==> src/rtl/ddr_arb_pkg.sv <==
// Shared types and constants for the DDR write arbiter: FSM state encoding,
// default widths and a one-hot to index helper.
package ddr_arb_pkg;

  localparam int unsigned SLAVE_NUM_DEF = 4;
  localparam int unsigned ADDR_W_DEF    = 23;
  localparam int unsigned LEN_W_DEF     = 10;
  localparam int unsigned DATA_W_DEF    = 32;
  localparam int unsigned MAX_SLAVES    = 16;
  localparam int unsigned IDX_W         = 4;

  typedef enum logic [1:0] {
    IDLE     = 2'd0,
    WAIT_RDY = 2'd1,
    ISSUE    = 2'd2,
    BURST    = 2'd3
  } arb_state_e;

  // OR of the indices of all set bits; exact for a one-hot or zero input.
  function automatic logic [IDX_W-1:0] onehot_to_idx(input logic [MAX_SLAVES-1:0] oh);
    logic [IDX_W-1:0] idx;
    idx = '0;
    for (int i = 0; i < int'(MAX_SLAVES); i++) begin
      if (oh[i]) idx = idx | IDX_W'(i);
    end
    return idx;
  endfunction

endpackage

==> src/rtl/ddr_wr_arbiter_if.sv <==
// Slave-FIFO and DDR-controller side signals of the write arbiter.
// master = arbiter view, slave = environment view.
interface ddr_wr_arbiter_if
  import ddr_arb_pkg::*;
#(
  parameter int unsigned SLAVE_NUM = SLAVE_NUM_DEF,
  parameter int unsigned ADDR_W    = ADDR_W_DEF,
  parameter int unsigned LEN_W     = LEN_W_DEF,
  parameter int unsigned DATA_W    = DATA_W_DEF
) ();

  logic [SLAVE_NUM-1:0]        slave_req;
  logic [SLAVE_NUM*ADDR_W-1:0] slave_waddr;
  logic [SLAVE_NUM*LEN_W-1:0]  slave_wlen;
  logic [SLAVE_NUM*DATA_W-1:0] slave_data;
  logic [SLAVE_NUM-1:0]        slave_ren;
  logic [SLAVE_NUM-1:0]        slave_valid;
  logic                        ready;
  logic                        mem_wen;
  logic                        mem_wen_valid;
  logic [ADDR_W-1:0]           arb_wddr_addr;
  logic [LEN_W-1:0]            arb_wddr_len;
  logic                        ddr_rfifo_en;
  logic [DATA_W-1:0]           ddr_rfifo_data;
  logic                        ddr_write_finish;

  modport master (
    input  slave_req, slave_waddr, slave_wlen, slave_data,
    input  ready, mem_wen_valid, ddr_rfifo_en, ddr_write_finish,
    output slave_ren, slave_valid, mem_wen, arb_wddr_addr, arb_wddr_len, ddr_rfifo_data
  );

  modport slave (
    output slave_req, slave_waddr, slave_wlen, slave_data,
    output ready, mem_wen_valid, ddr_rfifo_en, ddr_write_finish,
    input  slave_ren, slave_valid, mem_wen, arb_wddr_addr, arb_wddr_len, ddr_rfifo_data
  );

endinterface

==> src/rtl/arb_rr_picker.sv <==
// Combinational picker: first eligible slave at or after i_start, wrapping.
// Fixed priority is simply i_start = 0.
module arb_rr_picker
  import ddr_arb_pkg::*;
#(
  parameter int unsigned SLAVE_NUM = SLAVE_NUM_DEF
) (
  input  logic [SLAVE_NUM-1:0] i_eligible,
  input  logic [IDX_W-1:0]     i_start,
  output logic [SLAVE_NUM-1:0] o_grant_c,
  output logic [IDX_W-1:0]     o_idx_c
);

  logic [SLAVE_NUM-1:0] w_grant;

  always_comb begin
    int unsigned pos;
    logic        found;
    w_grant = '0;
    found   = 1'b0;
    pos     = 0;
    for (int unsigned k = 0; k < SLAVE_NUM; k++) begin
      pos = (32'(i_start) + k) % SLAVE_NUM;
      if (!found && i_eligible[pos]) begin
        w_grant[pos] = 1'b1;
        found        = 1'b1;
      end
    end
  end

  assign o_grant_c = w_grant;
  assign o_idx_c   = onehot_to_idx(MAX_SLAVES'(w_grant));

endmodule

==> src/rtl/ddr_wr_arbiter.sv <==
// N-channel write arbiter between slave write FIFOs and the DDR write controller.
// Define ARB_ROUND_ROBIN_EN for rotating priority; otherwise lowest index wins.
module ddr_wr_arbiter
  import ddr_arb_pkg::*;
#(
  parameter int unsigned SLAVE_NUM = SLAVE_NUM_DEF,
  parameter int unsigned ADDR_W    = ADDR_W_DEF,
  parameter int unsigned LEN_W     = LEN_W_DEF,
  parameter int unsigned DATA_W    = DATA_W_DEF
) (
  input logic              ddr_clk,
  input logic              sys_rstn,
  ddr_wr_arbiter_if.master bus
);

  localparam int unsigned CNT_W = LEN_W + 1;

  arb_state_e           r_state,    w_state_nxt;
  logic [SLAVE_NUM-1:0] r_valid,    w_valid_nxt;
  logic [ADDR_W-1:0]    r_addr,     w_addr_nxt;
  logic [LEN_W-1:0]     r_len,      w_len_nxt;
  logic                 r_mem_wen,  w_mem_wen_nxt;
  logic [CNT_W-1:0]     r_beat_cnt, w_beat_cnt_nxt;

  logic [SLAVE_NUM-1:0] w_eligible;
  logic [SLAVE_NUM-1:0] w_win;
  logic [IDX_W-1:0]     w_win_idx;
  logic [IDX_W-1:0]     w_start;
  logic [ADDR_W-1:0]    w_win_addr;
  logic [LEN_W-1:0]     w_win_len;
  logic                 w_grant;
  logic                 w_ren;
  logic [DATA_W-1:0]    w_rdata;

  // Zero-length requests are never eligible.
  always_comb begin
    w_eligible = '0;
    for (int i = 0; i < int'(SLAVE_NUM); i++) begin
      w_eligible[i] = bus.slave_req[i] && (bus.slave_wlen[i*LEN_W +: LEN_W] != '0);
    end
  end

  arb_rr_picker #(.SLAVE_NUM(SLAVE_NUM)) u_picker (
    .i_eligible (w_eligible),
    .i_start    (w_start),
    .o_grant_c  (w_win),
    .o_idx_c    (w_win_idx)
  );

  always_comb begin
    w_win_addr = '0;
    w_win_len  = '0;
    for (int i = 0; i < int'(SLAVE_NUM); i++) begin
      if (w_win_idx == IDX_W'(i)) begin
        w_win_addr = bus.slave_waddr[i*ADDR_W +: ADDR_W];
        w_win_len  = bus.slave_wlen[i*LEN_W +: LEN_W];
      end
    end
  end

  assign w_grant = (r_state == IDLE) && (|w_eligible);

`ifdef ARB_ROUND_ROBIN_EN
  logic [IDX_W-1:0] r_last;

  // Last-winner pointer; reset value makes slave 0 the first to be searched.
  always_ff @(posedge ddr_clk) begin
    if (!sys_rstn)    r_last <= IDX_W'(SLAVE_NUM - 1);
    else if (w_grant) r_last <= w_win_idx;
  end

  assign w_start = (r_last >= IDX_W'(SLAVE_NUM - 1)) ? '0 : r_last + 1'b1;
`else
  assign w_start = '0;
`endif

  // A pull strobe beyond the latched length is dropped and not counted.
  assign w_ren = (r_state == BURST) && bus.ddr_rfifo_en && (r_beat_cnt < {1'b0, r_len});

  always_comb begin
    w_rdata = '0;
    for (int i = 0; i < int'(SLAVE_NUM); i++) begin
      if (r_valid[i]) w_rdata = w_rdata | bus.slave_data[i*DATA_W +: DATA_W];
    end
  end

  always_comb begin
    w_state_nxt    = r_state;
    w_valid_nxt    = r_valid;
    w_addr_nxt     = r_addr;
    w_len_nxt      = r_len;
    w_mem_wen_nxt  = r_mem_wen;
    w_beat_cnt_nxt = r_beat_cnt;
    case (r_state)
      IDLE: begin
        if (w_grant) begin
          w_valid_nxt    = w_win;
          w_addr_nxt     = w_win_addr;
          w_len_nxt      = w_win_len;
          w_beat_cnt_nxt = '0;
          w_state_nxt    = WAIT_RDY;
        end
      end
      WAIT_RDY: begin
        if (bus.ready) begin
          w_mem_wen_nxt = 1'b1;
          w_state_nxt   = ISSUE;
        end
      end
      ISSUE: begin
        if (bus.mem_wen_valid) begin
          w_mem_wen_nxt = 1'b0;
          w_state_nxt   = BURST;
        end
      end
      BURST: begin
        if (w_ren && (r_beat_cnt != '1)) w_beat_cnt_nxt = r_beat_cnt + 1'b1;
      end
      default: w_state_nxt = IDLE;
    endcase
    // Finish overrides everything else, including a same-cycle command accept.
    if ((r_state != IDLE) && bus.ddr_write_finish) begin
      w_state_nxt    = IDLE;
      w_valid_nxt    = '0;
      w_addr_nxt     = '0;
      w_len_nxt      = '0;
      w_mem_wen_nxt  = 1'b0;
      w_beat_cnt_nxt = '0;
    end
  end

  always_ff @(posedge ddr_clk) begin
    if (!sys_rstn) begin
      r_state    <= IDLE;
      r_valid    <= '0;
      r_addr     <= '0;
      r_len      <= '0;
      r_mem_wen  <= 1'b0;
      r_beat_cnt <= '0;
    end else begin
      r_state    <= w_state_nxt;
      r_valid    <= w_valid_nxt;
      r_addr     <= w_addr_nxt;
      r_len      <= w_len_nxt;
      r_mem_wen  <= w_mem_wen_nxt;
      r_beat_cnt <= w_beat_cnt_nxt;
    end
  end

  assign bus.slave_valid    = r_valid;
  assign bus.slave_ren      = r_valid & {SLAVE_NUM{w_ren}};
  assign bus.mem_wen        = r_mem_wen;
  assign bus.arb_wddr_addr  = r_addr;
  assign bus.arb_wddr_len   = r_len;
  assign bus.ddr_rfifo_data = w_rdata;

endmodule

==> src/flat_wrapper.sv <==
// flat-port wrapper written by rule: the top's interface ports become plain ports
module ddr_wr_arbiter_flat import ddr_arb_pkg::*;
#(
  parameter int unsigned SLAVE_NUM = SLAVE_NUM_DEF,
  parameter int unsigned ADDR_W    = ADDR_W_DEF,
  parameter int unsigned LEN_W     = LEN_W_DEF,
  parameter int unsigned DATA_W    = DATA_W_DEF
)
  (ddr_clk, sys_rstn, bus_slave_req, bus_slave_waddr, bus_slave_wlen, bus_slave_data, bus_ready, bus_mem_wen_valid, bus_ddr_rfifo_en, bus_ddr_write_finish, bus_slave_ren, bus_slave_valid, bus_mem_wen, bus_arb_wddr_addr, bus_arb_wddr_len, bus_ddr_rfifo_data);
  ddr_wr_arbiter_if #(.SLAVE_NUM(SLAVE_NUM), .ADDR_W(ADDR_W), .LEN_W(LEN_W), .DATA_W(DATA_W)) bus_i ();
  input logic ddr_clk;
  input logic sys_rstn;
  input wire logic [$bits(bus_i.slave_req)-1:0] bus_slave_req;
  input wire logic [$bits(bus_i.slave_waddr)-1:0] bus_slave_waddr;
  input wire logic [$bits(bus_i.slave_wlen)-1:0] bus_slave_wlen;
  input wire logic [$bits(bus_i.slave_data)-1:0] bus_slave_data;
  input wire logic [$bits(bus_i.ready)-1:0] bus_ready;
  input wire logic [$bits(bus_i.mem_wen_valid)-1:0] bus_mem_wen_valid;
  input wire logic [$bits(bus_i.ddr_rfifo_en)-1:0] bus_ddr_rfifo_en;
  input wire logic [$bits(bus_i.ddr_write_finish)-1:0] bus_ddr_write_finish;
  output wire logic [$bits(bus_i.slave_ren)-1:0] bus_slave_ren;
  output wire logic [$bits(bus_i.slave_valid)-1:0] bus_slave_valid;
  output wire logic [$bits(bus_i.mem_wen)-1:0] bus_mem_wen;
  output wire logic [$bits(bus_i.arb_wddr_addr)-1:0] bus_arb_wddr_addr;
  output wire logic [$bits(bus_i.arb_wddr_len)-1:0] bus_arb_wddr_len;
  output wire logic [$bits(bus_i.ddr_rfifo_data)-1:0] bus_ddr_rfifo_data;
  assign bus_i.slave_req = bus_slave_req;
  assign bus_i.slave_waddr = bus_slave_waddr;
  assign bus_i.slave_wlen = bus_slave_wlen;
  assign bus_i.slave_data = bus_slave_data;
  assign bus_i.ready = bus_ready;
  assign bus_i.mem_wen_valid = bus_mem_wen_valid;
  assign bus_i.ddr_rfifo_en = bus_ddr_rfifo_en;
  assign bus_i.ddr_write_finish = bus_ddr_write_finish;
  assign bus_slave_ren = bus_i.slave_ren;
  assign bus_slave_valid = bus_i.slave_valid;
  assign bus_mem_wen = bus_i.mem_wen;
  assign bus_arb_wddr_addr = bus_i.arb_wddr_addr;
  assign bus_arb_wddr_len = bus_i.arb_wddr_len;
  assign bus_ddr_rfifo_data = bus_i.ddr_rfifo_data;
  ddr_wr_arbiter #(.SLAVE_NUM(SLAVE_NUM), .ADDR_W(ADDR_W), .LEN_W(LEN_W), .DATA_W(DATA_W)) u_core (.ddr_clk(ddr_clk), .sys_rstn(sys_rstn), .bus(bus_i));
endmodule
==> config.mk <==
export PLATFORM = sky130hd
export DESIGN_NAME = ddr_wr_arbiter_flat
export DESIGN_NICKNAME = d
export VERILOG_FILES = /design/src/rtl/ddr_arb_pkg.sv /design/src/rtl/ddr_wr_arbiter_if.sv /design/src/rtl/arb_rr_picker.sv /design/src/rtl/ddr_wr_arbiter.sv /design/src/flat_wrapper.sv
export SDC_FILE = /design/constraint.sdc
export NUM_CORES = 1
export LEC_CHECK = 0
export BUFFER_PORTS_ARGS = -buffer_cell sky130_fd_sc_hd__buf_4
export CAP_MARGIN = 20
export CORE_AREA = 2 2 133 135
export CTS_CLUSTER_DIAMETER = 50
export DETAILED_ROUTE_END_ITERATION = 10
export DIE_AREA = 0 0 135 137
export SYNTH_ARGS = -nofsm -noshare
export SYNTH_HDL_FRONTEND = slang
export SYNTH_HIERARCHICAL = 1
export SYNTH_SLANG_ARGS = --single-unit
==> constraint.sdc <==
create_clock -name ddr_clk -period 3.67 [get_ports ddr_clk]
set_clock_uncertainty 0.2 [all_clocks]
set_input_delay 0.367 -clock ddr_clk [delete_from_list [all_inputs] [get_ports ddr_clk]]
set_output_delay 0.367 -clock ddr_clk [all_outputs]
set_load 0.02 [all_outputs]
==> flow_summary_export.csv, run 1 <==
group,metric,value,unit
status,status,"finished clean",
logic_synthesis,ys_ff_latch,51,
clock_tree,cts_made_buffers,5,
floorplanning,start_util,27.0,%
setup_path,cp_slowest_cell,"mux4_2",
floorplanning,core-area,17100,sq um
timing,worst_slew_pin_slew,0.944,ns
timing,fmax,315,MHz
place,gp_congestion,0.860,
clock_tree,clk_latency,0.31,ns
logic_synthesis,ys_async_sr_fraction,0,%
timing,slew_headroom,37.0,%
logic_synthesis,mappedNetlistArea,4600,sq um
timing,hold_ws,0.266,ns
power_and_ir_drop,power_frac_comb,61.3,%
route,via_per_inst,5.01,
floorplanning,die_h,137,microns
cells_and_area,syn_to_final_growth,65.5,%
logic_synthesis,netlist_top_cells_area,"dfxtp_1 22%, mux4_2 18%, a22oi_1 11%, nor2_1 5.7%, nor3b_1 5.6%",
floorplanning,die_area,18500,sq um
logic_synthesis,syn_avg_cell_area,8.58,sq um
route,post-route-drc-count,0,
setup_path,cp_slowest_stage_delay,0.53,ns
cells_and_area,layout_commonest_cell,"buf_4",
setup_path,r2r_start,"u_core/bus.arb_wddr_len[6]$_SDFFE_PP0P_",
power_and_ir_drop,p_per_area,428,nW/um^2
setup_path,worstSetupPathType,"input pin to register",
logic_synthesis,synth_top_area_share,22.2,%
clock_tree,path_clk_slew,0.08,ns
clock_tree,cts_tree,"built",
setup_path,cp_cell_sequence,"buf_4 > nor4_1 > a31oi_1 > mux4_2 > nor2b_4 > nor2_1 > o32ai_4 > buf_12 > mux4_2 > nor3b_1 > a21oi_1 > nor2_1",
logic_synthesis,synthFlopType,"dfxtp_1",
setup_path,worstPathArrival,3.16,ns
logic_synthesis,synthCells,536,
place,dp_hpwl,16000,microns
timing,rsz0062_at_grt,"false",
route,routed_wl,19700,microns
cells_and_area,diodes,0,
power_and_ir_drop,p_total,0.00325,W
power_and_ir_drop,swShare,43.1,%
setup_path,path_max_fanout,17,
route,ant_nets,0,
clock_tree,hold_buffers,0,
floorplanning,die_x,135,microns
cells_and_area,mostFrequentLayoutCells,"358 x buf_4, 70 x nor2_1, 65 x a22oi_1, 51 x dfxtp_1, 46 x nand2_1",
worst_hold_path,hold_path_class,"input pin to register",
global_routing,grt_overflow,0,
clock_tree,cts_setup_buffers,0,
logic_synthesis,synth.largest_area_cell,"dfxtp_1",
power_and_ir_drop,intPower,0.00185,W
setup_path,start_kind,"input pin",
clock_tree,cts_resized,0,
cells_and_area,finalCoreUtilization,44.6,%
floorplanning,num_rows,48,
global_routing,grt_antenna_before_repair,0,
route,vias,5461,
flow_run,drv_cap,0,
route,drt_iter0_drc,297,
power_and_ir_drop,power.net_switching,0.00140,W
cells_and_area,drive_above_1_share,49.1,%
global_routing,grt_pass1_vias,5324,
logic_synthesis,yosysWarnings,6,
timing,hold_viol_final,0,
logic_synthesis,ys_types,51,
clock_tree,htreeDepth,2,
clock_tree,cts.path.max_buffers,2,
route,dr.pass1.iters,4,
setup_path,crit_start,"bus_slave_wlen[28]",
floorplanning,boundaryPins,344,
worst_hold_path,min_from,"sys_rstn",
power_and_ir_drop,p_seq_share,21.3,%
global_routing,grt_pass1_wl,29200,microns
setup_path,required,3.65,ns
timing,setup_ws,0.497,ns
logic_synthesis,synth_edf_count,0,
timing,drv_slew,0,
power_and_ir_drop,leakage,3.50,nW
place,pre_cts_ws,0.197,ns
clock_tree,cts_root_buf,"clkbuf_16",
global_routing,grt_usage,20.2,%
cells_and_area,fin_nets,1154,
logic_synthesis,ys_seq_area_share,22.2,%
route,wire_per_inst,18.1,microns
power_and_ir_drop,clkPwrFrac,17.4,%
timing,fin_crit,3.17,ns
place,numPortBuffers,343,
setup_path,cp-end-kind,"register",
timing,setup_viol,0,
timing,fin_crit_sh,86.5,%
clock_tree,clkSinkCount,51,
power_and_ir_drop,ir_drop,280,uV
global_routing,grt_max_degree,71,
timing,tns,0,ns
## power by group through the flow
stage	combinational (W)	sequential (W)	clock, W
floorplan	0.00123	0.000726	0
global placement	0.00199	0.000705	0
detailed placement	0.00199	0.000706	0
CTS	0.00200	0.000694	0.000583
global route	0.00217	0.000704	0.000599
finish	0.00200	0.000693	0.000565
## sequential cells by signal (all words and copies together) (netlist names)
name,cells
u_core/bus.mem_wen,1
u_core/bus.arb_wddr_addr,23
u_core/r_beat_cnt,11
u_core/r_state,2
u_core/bus.slave_valid,4
u_core/bus.arb_wddr_len,10
## path summary, 6_finish.rpt
| path | to | slack, ns | depth (start not counted) |
|---|---|---|---|
| worst max-delay path | u_core/bus.arb_wddr_len[6]$_SDFFE_PP0P_ | 0.50 | 12 |
| worst min-delay path | u_core/bus.arb_wddr_len[8]$_SDFFE_PP0P_ | 0.27 | 3 |
| worst max register to register | u_core/r_beat_cnt[2]$_SDFFE_PP0P_ | 0.84 | 9 |
| worst min register to register | u_core/bus.arb_wddr_addr[5]$_SDFFE_PP0P_ | 0.29 | 2 |
## metal layers
metal | wire (microns) | track usage, % | vias to the layer above
met1 | 7610 | 23.8 | 2519
met4 | 308 | 4.86 | 0
met2 | 9900 | 35.9 | 268
met3 | 1930 | 6.37 | 23
li1 | - | - | 2651
met5 | 0 | 0 | -
## cell families (layout without fill, tap and decap cells)
group	Yosys count	after routing	synth area share (%)
AOI/OAI and AO/OA	150	150	22.5
buffers and inverters	72	392	7.89
and+or+nand+nor	192	192	21.0
adders and majority gates	20	20	5.44
muxes	49	49	20.8
other	2	11	0.163
DFF	51	51	22.2
## cell usage after synthesis (3+ instances only)
cell type / number
nor2_1: 70
a22oi_1: 65
dfxtp_1: 51
a21oi_1: 46
nand2_1: 46
mux4_2: 36
nor3b_1: 34
clkbuf_1: 24
inv_1: 22
ha_1: 20
buf_2: 10
mux2i_1: 10
o21ai_0: 10
nor4_1: 8
buf_4: 7
buf_6: 7
nand3_1: 6
a31oi_1: 5
and3_1: 5
a221oi_1: 4
and2_1: 4
nor3_1: 4
o31ai_1: 4
a221oi_2: 3
## per-stage QoR
stage,instance area [sq um],cells
finish,7610,1090
global route,7610,1090
CTS,7610,1090
detailed placement,7440,1082
global placement,7440,1082
floorplan,4630,545
## layout make-up
cell class / instances / area (sq um)
clock inverters: 3 / 46.3
inverters: 22 / 82.6
flip-flops and latches: 51 / 1020
repair buffers: 362 / 2770
multi-input cells: 422 / 3280
fillers: 1742 / 9450
clock buffers: 5 / 125
well taps: 225 / 282
## worst max-delay path: cells and delay by family
family / cells / cell delay [ns]
buffers and inverters: 2 / 0.36
multiplexers: 2 / 1.04
AO/OA/AOI/OAI: 3 / 0.63
AND/OR/NAND/NOR: 5 / 0.76
No activity file was read; power rests on OpenSTA's default activity.
==> run 2, diff against run 1 <==
- MAX_ROUTING_LAYER: unset -> met4
==> run 2 against run 1 <==
Against the previous run:
- via count down 0.53%
- highest routed layer unchanged
- critical endpoint unchanged
- first-iteration DRC count up 4.4%
- die area unchanged
- utilization unchanged
- register-to-register slack about the same
- hold slack better by 0.0046 ns
- clock-buffer cell count unchanged
==> flow_summary_export.csv, run 2 (synthesis results as in run 1) <==
group,metric,value,unit
setup_path,start_kind,"input pin",
setup_path,cp_slowest_cell,"mux4_2",
place,numPortBuffers,343,
clock_tree,path_clk_slew,0.08,ns
setup_path,path_max_fanout,17,
clock_tree,cts_tree,"built",
cells_and_area,multi_input_area,3280,sq um
setup_path,r2r_end,"u_core/r_beat_cnt[2]$_SDFFE_PP0P_",
global_routing,grt_pass1_wl,29100,microns
clock_tree,cts.path.max_buffers,2,
floorplanning,die_h,137,microns
timing,setup_ws,0.491,ns
cells_and_area,seq_area,1020,sq um
route,vias,5432,
cells_and_area,syn_to_final_growth,65.5,%
setup_path,cp-end-kind,"register",
setup_path,reg2reg_slack,0.85,ns
cells_and_area,largest_register_ffs,23,
timing,worst_slew_pin_slew,0.940,ns
worst_hold_path,hold-path-cell-count,3,
timing,slew_headroom,37.2,%
floorplanning,die_area,18500,sq um
place,post-place-cells,1082,
place,dp_hpwl,16000,microns
setup_path,r2r.worst_path.cells,9,
floorplanning,boundaryPins,344,
setup_path,worstPathArrival,3.16,ns
place,gp_congestion,0.874,
place,pre_cts_ws,0.197,ns
timing,hold_viol_final,0,
flow_run,drv_cap,0,
route,ant_nets,0,
floorplanning,core-area,17100,sq um
timing,tns,0,ns
clock_tree,hold_buffers,0,
route,routed_wl,19800,microns
setup_path,worstSetupPathType,"input pin to register",
power_and_ir_drop,p_per_area,428,nW/um^2
global_routing,grt_antenna_before_repair,0,
clock_tree,cts_setup_buffers,0,
route,via_per_inst,4.98,
cells_and_area,mostFrequentLayoutCells,"358 x buf_4, 70 x nor2_1, 65 x a22oi_1, 51 x dfxtp_1, 46 x nand2_1",
clock_tree,clk_latency,0.31,ns
route,dr.pass1.iters,4,
timing,rsz0062_at_grt,"false",
floorplanning,num_rows,48,
global_routing,grt_pass1_vias,5336,
cells_and_area,diodes,0,
route,post-route-drc-count,0,
global_routing,grt_usage,20.8,%
power_and_ir_drop,p_total,0.00325,W
power_and_ir_drop,leakage,3.50,nW
worst_hold_path,min_from,"sys_rstn",
setup_path,cp_cell_sequence,"buf_4 > nor4_1 > a31oi_1 > mux4_2 > nor2b_4 > nor2_1 > o32ai_4 > buf_12 > mux4_2 > nor3b_1 > a21oi_1 > nor2_1",
global_routing,grt_max_degree,71,
timing,fin_crit,3.18,ns
cells_and_area,drive_above_1_share,49.1,%
clock_tree,clkSinkCount,51,
cells_and_area,fillers,1742,
cells_and_area,layout_commonest_cell,"buf_4",
clock_tree,cts_made_buffers,5,
setup_path,required,3.65,ns
worst_hold_path,holdPathEnd,"u_core/bus.arb_wddr_len[8]$_SDFFE_PP0P_",
clock_tree,cts_root_buf,"clkbuf_16",
setup_path,cp_slowest_stage_delay,0.53,ns
route,drt_iter0_drc,310,
clock_tree,cts_resized,0,
timing,setup_viol,0,
floorplanning,start_util,27.0,%
cells_and_area,fin_nets,1154,
timing,fmax,315,MHz
floorplanning,die_x,135,microns
setup_path,r2r_start,"u_core/bus.arb_wddr_len[6]$_SDFFE_PP0P_",
timing,fin_crit_sh,86.6,%
power_and_ir_drop,ir_drop,281,uV
worst_hold_path,hold_path_class,"input pin to register",
route,wire_per_inst,18.2,microns
timing,drv_slew,0,
global_routing,grt_overflow,0,
clock_tree,htreeDepth,2,
cells_and_area,final_cells,1090,
status,status,"finished clean",
run 2: metrics by stage:
stage	instance area, sq um	hold WS [ns]	utilization (%)
floorplan	4630	0.271	-
global placement	7440	0.270	43.6
CTS	7610	0.254	44.6
global route	7610	0.279	44.6
detailed placement	7440	0.279	43.6
finish	7610	0.270	44.6
run 2: how the worst max path moves through the flow:
| stage | from | endpoint | slack [ns] | cells past startpoint |
|---|---|---|---|---|
| after detailed placement | bus_slave_wlen[28] | u_core/bus.arb_wddr_len[5]$_SDFFE_PP0P_ | 0.20 | 12 |
| after global routing | bus_slave_wlen[28] | u_core/bus.arb_wddr_len[9]$_SDFFE_PP0P_ | 0.31 | 12 |
| final | bus_slave_wlen[28] | u_core/bus.arb_wddr_len[6]$_SDFFE_PP0P_ | 0.49 | 12 |
| after global placement | bus_slave_wlen[28] | u_core/bus.arb_wddr_len[5]$_SDFFE_PP0P_ | 0.19 | 12 |
| after floorplan | bus_slave_wlen[22] | u_core/bus.arb_wddr_addr[0]$_SDFFE_PP0P_ | 0.20 | 12 |
| after CTS | bus_slave_wlen[28] | u_core/bus.arb_wddr_len[6]$_SDFFE_PP0P_ | 0.50 | 12 |
run 2: power breakdown:
part	leakage, nW	total, W	switching, W	internal (W)
registers	0.413	0.000693	0.0000768	0.000616
clock network	0.0804	0.000564	0.000239	0.000325
logic	3.00	0.00200	0.00109	0.000911
total	3.50	0.00325	0.00140	0.00185
run 2: per-layer routing:
layer	vias to the layer above	part of all wire [%]	global-route usage [%]	routed length (microns)
met1	2516	40	24.3	7850
met4	0	1.4	4.86	282
met2	243	50	35.7	9910
li1	2652	-	-	-
met5	-	0	-	0
met3	21	8.8	5.81	1740
run 2: layout make-up:
cell class	count	area share [%]
clock buffers	5	1.64
clock inverters	3	0.608
inverters	22	1.09
multi-input cells	422	43.2
flip-flops and latches	51	13.4
well taps	225	3.70
repair buffers	362	36.4
run 2: worst max-delay path, delay by kind of cell:
| kind | cells | cell delay, ns |
|---|---|---|
| buffers and inverters | 2 | 0.36 |
| AO/OA/AOI/OAI | 3 | 0.64 |
| AND/OR/NAND/NOR | 5 | 0.75 |
| multiplexers | 2 | 1.04 |
